**config.mk**
```make
export PLATFORM = sky130hd
export DESIGN_NAME = sramlike_mem_arbiter
export DESIGN_NICKNAME = d
export VERILOG_FILES = /design/src/rtl/cpu_bus_pkg.sv /design/src/rtl/arb_pick2.sv /design/src/rtl/sramlike_mem_arbiter.sv
export SDC_FILE = /design/constraint.sdc
export NUM_CORES = 1
export LEC_CHECK = 0
export BUFFER_PORTS_ARGS = -buffer_cell sky130_fd_sc_hd__buf_2
export CAP_MARGIN = 0
export CORE_AREA = 4 4 118 120
export CTS_CLUSTER_SIZE = 10
export DETAILED_ROUTE_END_ITERATION = 10
export DIE_AREA = 0 0 122 124
export REMOVE_ABC_BUFFERS = 1
export SETUP_SLACK_MARGIN = 0.15
export SKIP_LAST_GASP = 1
export SLEW_MARGIN = 20
export SYNTH_ARGS = -nofsm -noshare
export SYNTH_HDL_FRONTEND = slang
export SYNTH_SLANG_ARGS = --single-unit
```
**constraint.sdc**
```tcl
create_clock -name clk -period 2.1 [get_ports clk]
set_input_delay 0.21 -clock clk [delete_from_list [all_inputs] [get_ports clk]]
set_output_delay 0.21 -clock clk [all_outputs]
set_load 0.1 [all_outputs]
```
**src/rtl/cpu_bus_pkg.sv**
```systemverilog
// rtl/cpu_bus_pkg.sv - shared encodings for the CPU SRAM-like bus masters and arbiters
package cpu_bus_pkg;

  // Arbiter FSM: wait for a request, present the address, wait for the data phase.
  typedef enum logic [1:0] {
    IDLE = 2'd0,
    ADDR = 2'd1,
    DATA = 2'd2
  } arb_state_t;

  // Master identifiers, also the encoding of the grant output.
  localparam logic M_INST = 1'b0;
  localparam logic M_DATA = 1'b1;

  // Transfer size codes carried on *_size.
  localparam logic [1:0] SZ_BYTE = 2'd0;
  localparam logic [1:0] SZ_HALF = 2'd1;
  localparam logic [1:0] SZ_WORD = 2'd2;

endpackage

```
**src/rtl/arb_pick2.sv**
```systemverilog
// rtl/arb_pick2.sv - two-master winner selection, fixed data priority or round-robin
module arb_pick2
  import cpu_bus_pkg::*;
#(
  parameter bit PRIO_DATA = 1'b1
) (
  input  logic inst_req,
  input  logic data_req,
  input  logic last_grant,
  output logic any_req,
  output logic winner
);

  // Contention goes to data (fixed) or to whoever did not win last; a lone request always wins.
  always_comb begin
    any_req = inst_req | data_req;
    winner  = M_INST;
    if (inst_req && data_req) begin
      if (PRIO_DATA) begin
        winner = M_DATA;
      end else begin
        winner = ~last_grant;
      end
    end else if (data_req) begin
      winner = M_DATA;
    end
  end

endmodule

```
**src/rtl/sramlike_mem_arbiter.sv**
```systemverilog
// rtl/sramlike_mem_arbiter.sv - shares one SRAM-like memory port between inst and data masters
module sramlike_mem_arbiter
  import cpu_bus_pkg::*;
#(
  parameter int ADDR_W    = 32,
  parameter int DATA_W    = 32,
  parameter bit PRIO_DATA = 1'b1
) (
  input  logic              clk,
  input  logic              rst,

  input  logic              inst_req,
  input  logic              inst_wr,
  input  logic [1:0]        inst_size,
  input  logic [ADDR_W-1:0] inst_addr,
  input  logic [DATA_W-1:0] inst_wdata,
  output logic              inst_addr_ok,
  output logic              inst_data_ok,
  output logic [DATA_W-1:0] inst_rdata,

  input  logic              data_req,
  input  logic              data_wr,
  input  logic [1:0]        data_size,
  input  logic [ADDR_W-1:0] data_addr,
  input  logic [DATA_W-1:0] data_wdata,
  output logic              data_addr_ok,
  output logic              data_data_ok,
  output logic [DATA_W-1:0] data_rdata,

  output logic              mem_req,
  output logic              mem_wr,
  output logic [1:0]        mem_size,
  output logic [ADDR_W-1:0] mem_addr,
  output logic [DATA_W-1:0] mem_wdata,
  input  logic              mem_addr_ok,
  input  logic              mem_data_ok,
  input  logic [DATA_W-1:0] mem_rdata,

  output logic              grant,
  output logic              busy
);

  arb_state_t state, state_d;
  logic       grant_q, grant_d;
  logic       last_grant, last_grant_d;
  logic       any_req;
  logic       pick;
  logic       resp_route;
  logic       resp_ok;

  arb_pick2 #(
    .PRIO_DATA (PRIO_DATA)
  ) u_pick (
    .inst_req   (inst_req),
    .data_req   (data_req),
    .last_grant (last_grant),
    .any_req    (any_req),
    .winner     (pick)
  );

  // State, owner and fairness history; reset returns the port to idle at once.
  always_ff @(posedge clk or posedge rst) begin
    if (rst) begin
      state      <= IDLE;
      grant_q    <= M_INST;
      last_grant <= M_INST;
    end else begin
      state      <= state_d;
      grant_q    <= grant_d;
      last_grant <= last_grant_d;
    end
  end

  // Next state plus all bus outputs; the granted master's live fields drive memory in ADDR.
  always_comb begin
    state_d      = state;
    grant_d      = grant_q;
    last_grant_d = last_grant;
    mem_req      = 1'b0;
    mem_wr       = 1'b0;
    mem_size     = 2'd0;
    mem_addr     = '0;
    mem_wdata    = '0;
    inst_addr_ok = 1'b0;
    data_addr_ok = 1'b0;
    inst_data_ok = 1'b0;
    data_data_ok = 1'b0;
    inst_rdata   = '0;
    data_rdata   = '0;
    resp_route   = 1'b0;
    resp_ok      = 1'b0;

    case (state)
      IDLE: begin
        // Any mem_data_ok seen here is spurious and simply dropped.
        if (any_req) begin
          grant_d = pick;
          state_d = ADDR;
        end
      end

      ADDR: begin
        mem_req = 1'b1;
        if (grant_q == M_DATA) begin
          mem_wr       = data_wr;
          mem_size     = data_size;
          mem_addr     = data_addr;
          mem_wdata    = data_wdata;
          data_addr_ok = mem_addr_ok;
        end else begin
          mem_wr       = inst_wr;
          mem_size     = inst_size;
          mem_addr     = inst_addr;
          mem_wdata    = inst_wdata;
          inst_addr_ok = mem_addr_ok;
        end
        if (mem_addr_ok) begin
          if (mem_data_ok) begin
            // Memory finished both phases in one cycle: complete without visiting DATA.
            resp_route   = 1'b1;
            resp_ok      = 1'b1;
            last_grant_d = grant_q;
            state_d      = IDLE;
          end else begin
            state_d = DATA;
          end
        end
      end

      DATA: begin
        resp_route = 1'b1;
        resp_ok    = mem_data_ok;
        if (mem_data_ok) begin
          last_grant_d = grant_q;
          state_d      = IDLE;
        end
      end

      default: begin
        state_d = IDLE;
      end
    endcase

    // Response path only ever reaches the owner; the other master sees zeros.
    if (resp_route) begin
      if (grant_q == M_DATA) begin
        data_data_ok = resp_ok;
        data_rdata   = mem_rdata;
      end else begin
        inst_data_ok = resp_ok;
        inst_rdata   = mem_rdata;
      end
    end
  end

  assign grant = grant_q;
  assign busy  = (state != IDLE);

endmodule
```
==> Flow_metrics.wiki <==
{| class="wikitable"
! Metric !! Value
|-
| Multi-input gate area || 2000 sq um
|-
| TritonCTS clock tree || built
|-
| Endpoint class of the critical path || primary output
|-
| H-tree depth || 1
|-
| Hold Crit Class || input port to flip-flop
|-
| Final routed DRC violation total || 0
|-
| Final cycle utilization of the critical path || 94.9%
|-
| Final Non-Filler Cells || 770
|-
| Skew final || between 0.00015 and 0.0002 ns
|-
| Root buffer selected by CTS || clkbuf_16
|-
| Clock slew seen by the registers of the worst setup and hold paths || about 0.03 ns
|-
| Highest attainable clock frequency || 502 MHz
|-
| Die Height || roughly 120 microns
|-
| Final net count || between 700 and 800
|-
| Area added between synthesis and finish || 224%
|-
| CTS sink cnt || 3
|-
| Cell count after synthesis || about 290
|-
| Kind of start point of the critical path || flip-flop
|-
| Max-capacitance violation count || 0
|-
| Clock latency at the later pin of the worst-skew pair || ~0.22 ns
|-
| Mapped Avg Cell Area || roughly 6.8 sq um
|-
| Highest fanout seen on the critical path || 8
|-
| Arrival time of data at the critical path endpoint || ~1.8 ns
|-
| Largest net degree at the start of global routing || 69
|-
| Register cell area after layout || roughly 80 sq um
|-
| Area post-placement || roughly 5700 sq um
|-
| Reg2reg setup slack || 0.42 ns
|-
| Sequential fraction of the synthesis area || ~3.9%
|-
| Number of instances in the placed design || between 700 and 800
|-
| Capturing instance or port of the critical path || inst_rdata[20]
|-
| Overall track demand over capacity in global routing || between 10% and 20%
|-
| Pins Over Slew Limit || 0
|-
| Total via count after detailed routing || between 3000 and 4000
|-
| Least-Margin Pin Slew || just under 0.5 ns
|-
| Worst slew margin relative to its limit || roughly two thirds
|-
| Post-synthesis register bit count || 3
|-
| Rows || 42
|-
| Utilization after layout || 48.3%
|-
| Synth area leaders || mux2i_1 (35%), nor2b_1 (22%), nor2_2 (9.7%)
|-
| Biggest area consumer among synthesized cells || mux2i_1
|-
| Starting density of the core || ~15%
|-
| WL per Instance || roughly 15 microns
|-
| Die ar. || about 15000 sq um
|-
| Total iterations of the first detailed-routing run || 4
|-
| Worst Path Required || roughly 1.9 ns
|-
| Fraction of final layout cells sized beyond drive strength 1 || about 70%
|-
| Detailed-route vias per instance || ~4.0
|-
| Critical register-to-register path endpoint || state[0]
|-
| Chip width || between 100 and 150 microns
|-
| Leading post-synthesis cells by instance count || nor2b_1 (69), mux2i_1 (68), nor2_1 (38)
|-
| Shortest period the worst path allows || 1.99 ns
|-
| Overflow after GRT || 0
|-
| Worst reg2reg path depth || 6
|-
| Estimated wirelength of the detail-placed design || between 9000 and 10000 microns
|-
| Vias in the first global route || approximately 3000
|-
| Routed Antenna Nets || 0
|-
| Reg-to-reg startpoint || state[0]
|-
| Most frequent cell after synthesis || nor2b_1
|-
| Flip-flop cell with the highest count after synthesis || dfrtp_1
|-
| Initial drt markers || 62
|-
| Post-synthesis cell type count || 19
|-
| Ports placed on the boundary || 310
|-
| Number of fillers in the final layout || about 1200
|-
| Number of buffers created by CTS || 3
|-
| RSZ-0062 raised after global routing || yes
|-
| Number of buffers between clock root and the deepest sink || 2
|-
| EDFF count, synth || 0
|-
| Port bufs || roughly 310
|-
| Floorplan Core Area || ~13000 sq um
|-
| Async S/R FF share, synth || 100%
|-
| Placer Congestion || between 0.7 and 0.8
|-
| Total detailed-routing wirelength || around 12000 microns
|-
| Critical Path Source || state[0]
|-
| Critical Setup Path Class || flip-flop to primary output
|-
| Final std cell area, no fill || 6270 sq um
|-
| Cell area after synthesis || 1930 sq um
|-
| First-pass GRT wire length || around 16000 microns
|-
| Hold Vio Cnt, Final || 0
|-
| Number of antenna violations at the first check in global routing || 1
|-
| Warnings from Yosys || 0
|-
| Status || complete, no violations
|-
| Smallest hold slack || 0.251 ns
|-
| Synth top area share || 35.2%
|-
| Setup violators final || 0
|}
[logic make-up (layout without fill, tap and decap cells)]
kind of cell / after synthesis / count (layout) / synth area share [%]
other cells: 0 / 1 / 0
flops: 3 / 3 / 3.89
mux: 68 / 68 / 35.2
simple gates: 176 / 176 / 47.5
compound gates: 4 / 4 / 1.68
buf+inv: 31 / 338 / 9.07
fa+ha+maj: 4 / 4 / 2.59
[how the worst min path moves through the flow]
stage,from,to,slack (ns),depth (start not counted)
floorplan,rst,grant,-0.04,1
detailed placement,rst,grant,0.08,2
global placement,rst,grant,0.08,2
finish,data_req,grant,0.25,2
global route,data_req,grant,0.27,2
CTS,data_req,grant,0.25,2
[registers in the layout (all words and copies together) (netlist names)]
| signal | flops |
|---|---|
| grant | 1 |
| state | 2 |
[routing by layer]
layer  vias up  global-route usage (%)  share of wire, %
met4         0                    1.96               1.0
met5         -                       0                 0
li1       1534                       -                 -
met3         8                    2.18               9.3
met1      1374                    15.2                36
met2       190                    24.7                53
[area by class of cell]
class	count	share of cell area, %
Tap cell	176	3.51
Clock buffer	4	1.26
Antenna cell	1	0.0399
Multi-Input combinational cell	252	31.9
Inverter	4	0.240
Sequential cell	3	1.28
Timing Repair Buffer	330	61.8
[metrics by stage]
stage,worst slack [ns],TNS (ns)
5_1_grt,0.0191,0
2_1_floorplan,-3.95,-406.86
3_5_place_dp,0.151,0
6_report,0.107,0
4_1_cts,0.121,0
3_3_place_gp,0.208,0
[what timing repair did]
item                                   in CTS  in global routing
hold buffers                                1                  0
setup buffers                               2                  3
gates cloned                                2                  3
pin swaps                                   1                 31
endpoints found under the hold margin       3                  0
gates resized for setup                    46                 46
setup endpoints to repair                  66                 66
[worst max-delay path, stage by stage, from the launching register on]
cell	delay, ns
dfrtp_2	0.42
inv_2	0.07
ha_1	0.16
a31oi_1	0.06
or2_4	0.35
clkbuf_16	0.21
nor2_4	0.11
buf_12	0.18
[cells in the final DEF, fill, tap and decap left out]
cell | Yosys | layout
buf_12 | 0 | 139
nor2_2 | 30 | 27
dlygate4sd3_1 | 0 | 1
nor2_1 | 38 | 2
ha_4 | 0 | 1
a31oi_1 | 1 | 1
nand2_2 | 0 | 6
inv_2 | 0 | 2
o32a_1 | 1 | 1
inv_1 | 4 | 2
buf_2 | 8 | 176
nor2_4 | 0 | 39
buf_16 | 0 | 2
ha_1 | 4 | 3
nand2b_2 | 0 | 1
clkbuf_16 | 0 | 6
nor2b_1 | 69 | 69
dfrtp_4 | 0 | 1
dfrtp_1 | 3 | 1
diode_2 | 0 | 1
a22o_1 | 1 | 1
buf_4 | 5 | 9
or2_4 | 0 | 1
nand2_1 | 35 | 29
dfrtp_2 | 0 | 1
a211oi_1 | 1 | 1
mux2i_1 | 68 | 68
and3_1 | 1 | 1
clkbuf_1 | 10 | 1
nand2b_1 | 2 | 1
Power is left out: the tool's default activity adds up to more than one toggle a clock period on the data nets, which glitch-free logic cannot reach.
